===== config.mk =====
export PLATFORM = sky130hd
export DESIGN_NAME = fetch_unit
export DESIGN_NICKNAME = d
export VERILOG_FILES = /design/src/rtl/fetch_unit.sv
export SDC_FILE = /design/constraint.sdc
export NUM_CORES = 1
export LEC_CHECK = 0
export BUFFER_PORTS_ARGS = -buffer_cell sky130_fd_sc_hd__buf_4
export CELL_PAD_IN_SITES_DETAIL_PLACEMENT = 0
export CELL_PAD_IN_SITES_GLOBAL_PLACEMENT = 1
export CORE_ASPECT_RATIO = 1.25
export CORE_UTILIZATION = 35
export DETAILED_ROUTE_END_ITERATION = 10
export GPL_TIMING_DRIVEN = 1
export PLACE_DENSITY_LB_ADDON = 0.1
export SYNTH_ARGS = -nofsm -noshare
export SYNTH_HDL_FRONTEND = slang
export SYNTH_SLANG_ARGS = --single-unit

===== constraint.sdc =====
create_clock -name clk -period 1.8 [get_ports clk]
set_input_delay 0 -clock clk [delete_from_list [all_inputs] [get_ports clk]]
set_output_delay 0 -clock clk [all_outputs]
set_load 0.02 [all_outputs]

===== src/rtl/fetch_unit.sv =====
// Instruction fetch unit.
// Issues one word-aligned fetch at a time to instruction memory, buffers the
// returned word in a single output register for the decoder, and handles
// branch/jump redirects. Responses for a fetch that was overtaken by a
// redirect are drained and dropped in the FLUSH state.
module fetch_unit #(
    parameter logic [31:0] RESET_PC = 32'h0000_0000
) (
    input  logic        clk,
    input  logic        rst_n,
    // instruction memory request channel
    output logic        imem_req_valid,
    input  logic        imem_req_ready,
    output logic [31:0] imem_addr,
    // instruction memory response channel
    input  logic        imem_rsp_valid,
    input  logic [31:0] imem_rdata,
    // decoder-facing channel
    output logic        if_valid,
    input  logic        if_ready,
    output logic [31:0] if_instr,
    output logic [31:0] if_pc,
    // redirect from execute
    input  logic        redirect_valid,
    input  logic [31:0] redirect_pc,
    output logic        fetch_misalign
);

    // Reset value of the instruction buffer: addi x0, x0, 0.
    localparam logic [31:0] NOP_INSTR = 32'h0000_0013;

    // REQ   : may issue a fetch when the output buffer is empty.
    // WAIT  : one fetch outstanding, its response will be captured.
    // FLUSH : one fetch outstanding, its response will be discarded.
    typedef enum logic [1:0] {
        REQ   = 2'd0,
        WAIT  = 2'd1,
        FLUSH = 2'd2
    } state_t;

    state_t      state;
    logic [31:0] pc_q;         // next address to fetch
    logic [31:0] req_addr_q;   // address of the fetch currently outstanding
    logic        out_valid_q;  // output buffer holds an instruction
    logic [31:0] out_instr_q;
    logic [31:0] out_pc_q;
    logic        misalign_q;

    logic        req_fire;
    logic        xfer_fire;
    logic        redirect_unaligned;
    logic [31:0] redirect_aligned;

    // The request is qualified only by registered state and redirect_valid,
    // never by if_ready, so a transfer and a new fetch cannot share a cycle.
    assign imem_req_valid     = (state == REQ) & ~out_valid_q & ~redirect_valid;
    assign imem_addr          = pc_q;
    assign req_fire           = imem_req_valid & imem_req_ready;

    // A redirect hides the buffered instruction in the same cycle so it is
    // dropped rather than handed to the decoder.
    assign if_valid           = out_valid_q & ~redirect_valid;
    assign if_instr           = out_instr_q;
    assign if_pc              = out_pc_q;
    assign xfer_fire          = if_valid & if_ready;

    assign redirect_unaligned = (redirect_pc[1:0] != 2'b00);
    assign redirect_aligned   = {redirect_pc[31:2], 2'b00};
    assign fetch_misalign     = misalign_q;

    // Fetch FSM with all address, buffer and flag registers; redirect wins over every other event.
    always_ff @(posedge clk or negedge rst_n) begin
        if (!rst_n) begin
            state       <= REQ;
            pc_q        <= {RESET_PC[31:2], 2'b00};
            req_addr_q  <= 32'h0000_0000;
            out_valid_q <= 1'b0;
            out_instr_q <= NOP_INSTR;
            out_pc_q    <= 32'h0000_0000;
            misalign_q  <= 1'b0;
        end else begin
            misalign_q <= redirect_valid & redirect_unaligned;

            if (redirect_valid) begin
                pc_q        <= redirect_aligned;
                out_valid_q <= 1'b0;
                case (state)
                    REQ: begin
                        state <= REQ;
                    end
                    WAIT: begin
                        // A response landing with the redirect is the stale
                        // one; drop it here instead of draining it later.
                        state <= imem_rsp_valid ? REQ : FLUSH;
                    end
                    FLUSH: begin
                        // Keep draining unless the stale response is arriving
                        // right now, in which case nothing is left in flight.
                        state <= imem_rsp_valid ? REQ : FLUSH;
                    end
                    default: begin
                        state <= REQ;
                    end
                endcase
            end else begin
                if (xfer_fire) begin
                    out_valid_q <= 1'b0;
                end
                case (state)
                    REQ: begin
                        // Responses seen here belong to no request and are ignored.
                        if (req_fire) begin
                            req_addr_q <= pc_q;
                            pc_q       <= pc_q + 32'd4;
                            state      <= WAIT;
                        end
                    end
                    WAIT: begin
                        if (imem_rsp_valid) begin
                            out_instr_q <= imem_rdata;
                            out_pc_q    <= req_addr_q;
                            out_valid_q <= 1'b1;
                            state       <= REQ;
                        end
                    end
                    FLUSH: begin
                        if (imem_rsp_valid) begin
                            state <= REQ;
                        end
                    end
                    default: begin
                        state <= REQ;
                    end
                endcase
            end
        end
    end

endmodule


; ---- Yosys cells after proc, flatten, opt, wreduce, memory -nomap -nowiden
; Cells that the tools add are included.
[totals]
reg_bits = 132
latchBits = 0
ram_bits = 0
rom_bits = 0
in_bits = 70
out_inout_bits = 99
memories = 0
[op_classes]
addsub = 1
mul = 0
div = 0
magnitude_cmp = 0
eq_ne = 4
n_shift = 0
mux = 13
bitwise = 8
n_reduce_logical = 9
[ops]
columns = op, n
row1 = 32-bit two-way mux, 3
row2 = 32-bit by 3-bit adder with 32-bit output (second input constant), 1
row3 = 2-bit two-way mux, 5
row4 = 1-bit bitwise AND, 6
row5 = 3-bit AND reduction, 2
row6 = 2-bit nonzero test, 3
row7 = 1-bit two-way mux, 4
row8 = 2-bit case mux with 2 select lines, 1
row9 = 2-bit AND reduction, 2
row10 = 3-bit by 1-bit != test with 1-bit output (second input constant), 1
row11 = 3-bit != test (second input constant), 1
row12 = 2-bit by 1-bit equality test with 1-bit output (second input constant), 1
row13 = 2-bit equality test (second input constant), 1
row14 = 2-bit logical NOT, 1
row15 = 1-bit NOT, 2
row16 = 2-bit OR reduction, 1

; ---- Depth between registers and ports, before layout
; Gate-level depths: netlist (run 1).
[depth]
word_depth = 7
depth_mapped = 8
depth_no_buf = 7

; ---- Least setup slack after synthesis (run 1)
; Ideal clock, no wire load.
[synth_timing]
path_kind = register to register
startpoint = reg state[0]
endpoint = reg pc_q[21], in the netlist imem_addr[21]
setup_time_ns = 0.125
arrival_time_ns = 1.783
setup_slack_ns = -0.108
path_stages_with_launch = 8
period_less_slack_ns = 1.908
path_cell_list = dfrtp_1 inv_1 ha_1 nand3b_4 nor4_4 nand4_1 xnor2_1 mux2_2
[synth_via]
elab_chain_cells = 6
word_cells_on_any_way = 7
classes_between = bitwise: 3 / reduce/logical: 4
[synth_rtl]
columns = element, line_no
row1 = start: declaration, 41  ; state_t state;
row2 = start signal: assignment, 94  ; state <= imem_rsp_valid ? REQ : FLUSH;
row3 = start signal: assignment, 99  ; state <= imem_rsp_valid ? REQ : FLUSH;
row4 = 2-bit logical NOT *, "56, 109"
row5 = 1-bit bitwise AND (2 in a row), 56  ; assign imem_req_valid = (state == REQ) & ~out_valid_q & ~redirect_valid;
row6 = 1-bit bitwise AND, 58  ; assign req_fire = imem_req_valid & imem_req_ready;
row7 = 2-bit nonzero test (no source line), n/a
row8 = 2-bit AND reduction (no source line) *, n/a
row9 = end signal: assignment, 75  ; pc_q <= {RESET_PC[31:2], 2'b00};
row10 = end signal: assignment, 85  ; pc_q <= redirect_aligned;
row11 = end signal: assignment, 114  ; pc_q <= pc_q + 32'd4;
row12 = end: declaration, 42  ; logic [31:0] pc_q;
; Every way passes the cells marked *; elsewhere a longest branch is shown, timed or not.
; A chain may end at the register's enable or synchronous reset.

; ---- Worst setup path in the final report (run 1)
; Same ends and word-level chain as after synthesis.

==> impl_results.md, run 1 <==
- Period utilization: 0.944
- Area contributors post-synth: dfrtp_1, mux2_2, nand2_1
- Overflow after GRT: 0
- Depth of the CTS H-tree: 4
- Antenna violations before repair: 0
- Hold Crit Start: imem_req_ready
- Post-synth EDFFs: 0
- Internal power: between 8 and 9 mW
- Fin area: 8490 sq um
- Number of global-route vias before repair: approximately 4.7k
- Setup TNS: 0 ns
- Worst Path Arrival: approximately 2.0 ns
- Crit path launch: state[0]
- DIE AREA: 15,800 sq um
- # clock sinks: around 130
- Worst Setup Start Kind: flip-flop
- GP Congestion: 0.783
- Clock power frac: 0.295
- CTS tree: done
- Core box area: 15,000 sq um
- Instance count of the mapped netlist: between 400 and 500
- Synthesized area: ~5300 sq um
- Synth warn: 0
- Min-Delay Path Class: input port to flip-flop
- Min Tclk post-route: 1.70 ns
- Initial Util: 0.358
- Comb power frac: 0.342
- Area of the multi-input gates: ~2100 sq um
- Pre-antenna DRT Iters: 4
- Ys async rst share: 1.00
- First-pass GRT wire length: around 23,000 um
- R2R Setup Slk: ~0.10 ns
- Cell row count: 50
- Setup crit end kind: flip-flop
- Setup violators final: 0
- Number of DRC markers in iteration 0: ~190
- Antenna cells: 0
- Layout fillers: 1,317
- CTS buffer count: 17
- Clock Tree Buf Depth: 2
- GR Util All Layers: 0.194
- Chip width: approximately 110 um
- Post-DP HPWL: ~10000 um
- Port Buffers: 164
- DRC: 0
- Reg-to-reg startpoint: state[0]
- I/O Pins: 169
- RSZ-0062 raised after global routing: yes
- Switching pwr: about 4.0 mW
- Sequential power share: 0.363
- Primary FF master, synth: dfrtp_1
- Antenna Nets Post-Route: 0
- Nets@finish: between 800 and 900
- Worst-Margin Slew: about 0.64 ns
- Area occupied by registers: 3160 sq um
- Worst VDD drop: ~0.00092 V
- Synth area leader: dfrtp_1
- Chip Height: between 100 and 150 um
- Seq/Total Area, Yosys: 0.590
- Post-synth top area share: 0.576
- Seq cells post-synth: 126
- Worst-Skew Late Latency: about 0.41 ns
- Leak: slightly above 4 nW
- Post-synth cell types: 45
- Routed len/inst: approximately 16 um
- Pin count of the biggest net entering global routing: 66
- Final Power: about 12 mW
- Fmax: between 0.5 and 0.6 GHz
- Total detailed-routing wirelength: approximately 15,000 um
- Clock slew at reported path FFs: 0.05 ns
- Outcome: completed
- Final Hold Vio Count: 0
- Final slew viol count: 0
- Worst clock skew: about 0.0095 ns
- Share of cells above drive strength 1: 0.406
- Syn-to-layout area delta: 58.8%
- Root buf cell: clkbuf_16
- Post-Place Cell Area: 7040 sq um
- Power per cell area: 1450 nW/um^2
- CP max FO: 6
- Rel. slew slack: 0.573
- Routed vias: around 4.5k
- Max-cap violations: 0
- Via/cell ratio: 4.78
- Critical Path RT: about 2.1 ns
- Net Sw Frac: 0.325
- Crit Path Class: flip-flop to flip-flop
- Synthesized area per cell: 11.3 sq um
==> worst max-delay path: stages (launching register included) <==
cell	delay, ns
dfrtp_1	0.38
inv_2	0.09
ha_4	0.17
nand3b_4	0.12
nor4_4	0.14
buf_4	0.18
nand4_1	0.11
xnor2_1	0.15
mux2_2	0.26
==> synthesized netlist by cell type (4+ instances only) <==
cell type,number
nand3_1,12
buf_4,4
nand4_1,12
mux2_2,51
xor2_1,11
inv_1,5
o21ai_1,13
mux2_1,12
clkbuf_1,10
nor2_1,13
o21ai_0,10
xnor2_1,8
o211ai_1,7
buf_2,7
nand2_1,129
dfrtp_1,123
o311ai_1,5
==> path summary, 6_finish.rpt <==
path | to | cells past startpoint
worst max-delay path | imem_addr[21] | 8
worst min-delay path | state[0] | 4
worst max register to register | imem_addr[21] | 8
worst min register to register | req_addr_q[20] | 2
max in group asynchronous | imem_addr[3] | 3
min in group asynchronous | if_instr[6] | 2
==> repair_timing <==
action	4_1_cts	5_1_grt
hold buffers	76	0
setup endpoints to repair	6	13
endpoints found under the hold margin	128	0
pin swaps	3	2
buffers inserted	3	0
gates resized for setup	4	5
==> sequential cells by signal (all words and copies together), names as in the netlist <==
| name | cells |
|---|---|
| fetch_misalign | 1 |
| if_instr | 32 |
| if_pc | 30 |
| imem_addr | 30 |
| out_valid_q | 1 |
| req_addr_q | 30 |
| state | 2 |
==> metrics by stage <==
step           hold slack (ns)  std cells  worst slack (ns)  utilization
2_1_floorplan           -0.296        475            0.0216            -
3_3_place_gp            0.0350        832          0.000564        0.471
3_5_place_dp            0.0331        832           -0.0715        0.471
4_1_cts                 0.0932        943          0.000143        0.566
5_1_grt                  0.112        943          -0.00703        0.568
6_report                 0.110        943             0.101        0.568
==> cell usage in the layout (no fill, tap or decap), types with 2 or more instances in the layout <==
cell type	count
buf_4	198
nand2_1	129
dfrtp_1	119
dlygate4sd3_1	76
mux2_2	51
clkbuf_16	17
o21ai_1	13
nor2_1	12
mux2_1	12
nand4_1	12
xor2_1	11
o21ai_0	10
nand3_1	10
xnor2_1	8
o211ai_1	7
o311ai_1	5
conb_1	4
bufinv_16	4
clkinv_2	4
dfrtp_2	4
inv_2	3
inv_1	3
and3_1	3
clkinv_4	3
dfstp_2	3
buf_12	3
nand4_2	2
nor3_2	2
a31oi_1	2
and4_1	2
ha_1	2
clkinvlp_4	2
==> area by class of cell <==
type,count,share of cell area
timing repair buffer,278,0.273
clock buffer,18,0.0517
inverter,6,0.00265
clock inverter,14,0.0224
multi-input combinational,319,0.251
sequential,126,0.372
tap,182,0.0268
==> per-layer routing <==
metal,GRT usage,wire length [um]
met2,0.346,7650
met4,0.0646,192
met5,0,0
met3,0.0511,652
met1,0.224,6140
==> power groups by stage <==
| stage | registers, mW | clock network, mW | logic, mW |
|---|---|---|---|
| floorplan | 5.34 | 0 | 1.34 |
| global placement | 4.48 | 0 | 3.99 |
| detailed placement | 4.53 | 0 | 4.07 |
| CTS | 4.49 | 3.72 | 4.26 |
| global route | 4.62 | 3.84 | 4.54 |
| finish | 4.48 | 3.64 | 4.22 |
==> logic make-up after synthesis <==
group	Yosys count	share of synthesized area
buffers and inverters	30	0.0255
xor gates and xnor gates	19	0.0311
adders and majority gates	3	0.00702
AOI/OAI and AO/OA	42	0.0489
and+or+nand+nor	187	0.162
DFF	126	0.590
other	1	0.000701
muxes	64	0.135
Power figures use the tool's default switching activity.
==> run 2, diff against run 1 <==
- ABC_AREA: unset -> 1
==> run 2 against run 1 <==
Compared with the run above:
- non-clock buffer count shrank 29
- area after synthesis grew 5.8%
- first-iteration DRC count grew 48%
- clock skew is essentially flat
- clock power shrank 2%
- maximum frequency grew 0.85%
- critical endpoint is now imem_addr[30]
- largest cell class unchanged
- largest power group unchanged
- highest routed layer unchanged
==> impl_results.md, run 2 <==
- Min Tclk post-route: around 1.7 ns
- Initial Util: 0.360
- DIE AREA: about 17,000 sq um
- Crit Path Class: flip-flop to flip-flop
- Post-synth EDFFs: 0
- Chip width: approximately 120 um
- Final Power: 12.9 mW
- Worst Setup Start Kind: flip-flop
- Area of the multi-input gates: 2160 sq um
- Layout fillers: approximately 1.5k
- Cell row count: slightly above 50
- Critical Path RT: approximately 2.1 ns
- Crit-path max cell delay: 0.42 ns
- Number of DRC markers in iteration 0: between 200 and 300
- Max-cap violations: 0
- Total detailed-routing wirelength: 16,500 um
- Number of global-route vias before repair: between 5k and 6k
- Delay-heaviest family, CP: simple AND/OR/NAND/NOR gates
- Post-synth cell types: 33
- R2R Setup Slk: about 0.12 ns
- Commonest non-fill, non-tap cell in the layout: buf_4
- Port Buffers: 164
- Chip Height: around 140 um
- Clock Tree Buf Depth: 2
- Routed len/inst: approximately 16 um
- Leak: between 4 and 5 nW
- Antenna Nets Post-Route: 0
- Final slew viol count: 0
- Outcome: completed
- Clock slew at reported path FFs: 0.06 ns
- Worst reg2reg path endpoint: imem_addr[30]
- Final WS setup: around 0.12 ns
- Routed vias: approximately 5.0k
- Primary FF master, synth: dfrtp_1
- Synth warn: 0
- Worst clock skew: 0.00983 ns
- Overflow after GRT: 0
- Seq/Total Area, Yosys: 0.558
- Via/cell ratio: between 4 and 5
- Worst Path Arrival: 1.97 ns
- Syn-to-layout area delta: 50.1%
- I/O Pins: about 170
- Core box area: around 16,000 sq um
- Nets@finish: ~900
- Hold Path Stages: 3
- Critical Path Stages: 8
- Commonest cells in the netlist: dfrtp_1, nand2_1, inv_1, o21ai_0, nor2_1
- Depth of the CTS H-tree: 4
- GP Congestion: 0.832
- CP max FO: 5
- Seq cells post-synth: 126
- Post-CTS setup buffers: 0
- R2r worst-path depth: 8
- Post-synth top area share: 0.544
- Min-Delay Path Class: input port to flip-flop
- Instance count of the mapped netlist: about 590
- CP max-delay cell: dfrtp_1
- Final Hold Vio Count: 0
- CP Cell Sequence: ha_1 > nand2_1 > nor2_1 > nand3_2 > nor2_4 > nand3_1 > nand2_1 > nand3_1
- Root buf cell: clkbuf_16
- WHS: approximately 0.019 ns
- Synth area leader: dfrtp_1
- Setup violators final: 0
- CTS tree: done
- CTS buffer count: 17
- Ys async rst share: 1.00
- Critical Path End: imem_addr[30]
- Sum of buffers and inverters on the critical path: 0
- Antenna cells: 0
- DRC: 0
- Worst-Skew Late Latency: 0.42 ns
- Share of cells above drive strength 1: 0.318
- Period utilization: 0.936
- Post-placement cell count: 958
- Synthesized area per cell: 9.60 sq um
- Fmax: between 0.5 and 0.6 GHz
- Pre-antenna DRT Iters: 5
- Worst VDD drop: roughly 0.00053 V
- Pin count of the biggest net entering global routing: 65
- GR Util All Layers: 0.207
- First-pass GRT wire length: 25,700 um
- Finished Core Util: 0.541
- Post-DP HPWL: 11,800 um
- Power per cell area: between 1500 and 2000 nW/um^2
- Post-Place Setup Slack: 0.0341 ns
- Antenna violations before repair: 0
- Area contributors post-synth: dfrtp_1, nand2_1, mux2_2
- Synthesized area: 5660 sq um
- Area occupied by registers: between 3000 and 4000 sq um
- Setup crit end kind: flip-flop
- Final Non-Filler Cells: 1,058
- Number of flip-flops in the largest register: 32
- # clock sinks: roughly 130
- Reg-to-reg startpoint: imem_addr[2]
- Most frequent cells in the layout: buf_4, dfrtp_1, nand2_1
- Crit path launch: imem_addr[2]
- Most common cell in the synthesized netlist: dfrtp_1
[run 2: per-stage QoR]
stage	TNS (ns)	cell area [sq um]
after floorplan	0	5670
after detailed placement	0	7180
after global placement	0	7180
after CTS	0	8470
after global routing	-0.00379	8490
final	0	8490
[run 2: worst min path at each step]
stage / end / from / slack [ns]
after global routing: imem_addr[4] / redirect_valid / 0.03
after detailed placement: if_instr[31] / rst_n / -0.02
after floorplan: fetch_misalign / rst_n / -0.30
final: imem_addr[4] / redirect_valid / 0.02
after CTS: imem_addr[4] / redirect_valid / 0.009
after global placement: if_instr[31] / rst_n / -0.03
[run 2: final cells by class]
cell class	count	share of cell area
multi-input cells	381	0.254
flip-flops and latches	126	0.372
well taps	212	0.0312
repair buffers	249	0.245
clock inverters	12	0.0187
clock buffers	20	0.0538
inverters	58	0.0259
[run 2: what timing repair did]
action,4_1_cts,5_1_grt
gates resized for setup,0,7
endpoints found under the setup margin,0,9
hold endpoints to repair,161,0
hold buffers,68,0
[run 2: tightest hold or removal path: cells and delay by family]
kind,cells,cell delay [ns]
compound gates,1,0.19
buf+inv,2,0.20
[run 2: metal layers]
metal / track usage / wire, um / vias up
li1: - / - / 2443
met1: 0.251 / 7000 / 2391
met2: 0.352 / 8340 / 159
met3: 0.0503 / 845 / 25
met4: 0.0803 / 323 / 0
met5: 0 / 0 / -
[run 2: kinds of logic after synthesis]
group / after synthesis / share of synthesized area
AOI/OAI and AO/OA: 99 / 0.100
xor gates and xnor gates: 3 / 0.00465
adders and majority gates: 3 / 0.00664
buffers and inverters: 85 / 0.0670
DFF: 126 / 0.558
muxes: 48 / 0.0956
other: 1 / 0.000663
and+or+nand+nor: 224 / 0.167
[run 2: power breakdown]
part	total (mW)	internal, mW	switching [mW]
logic	4.60	2.08	2.51
clock network	3.56	2.26	1.30
registers	4.71	4.00	0.712
total	12.9	8.34	4.52
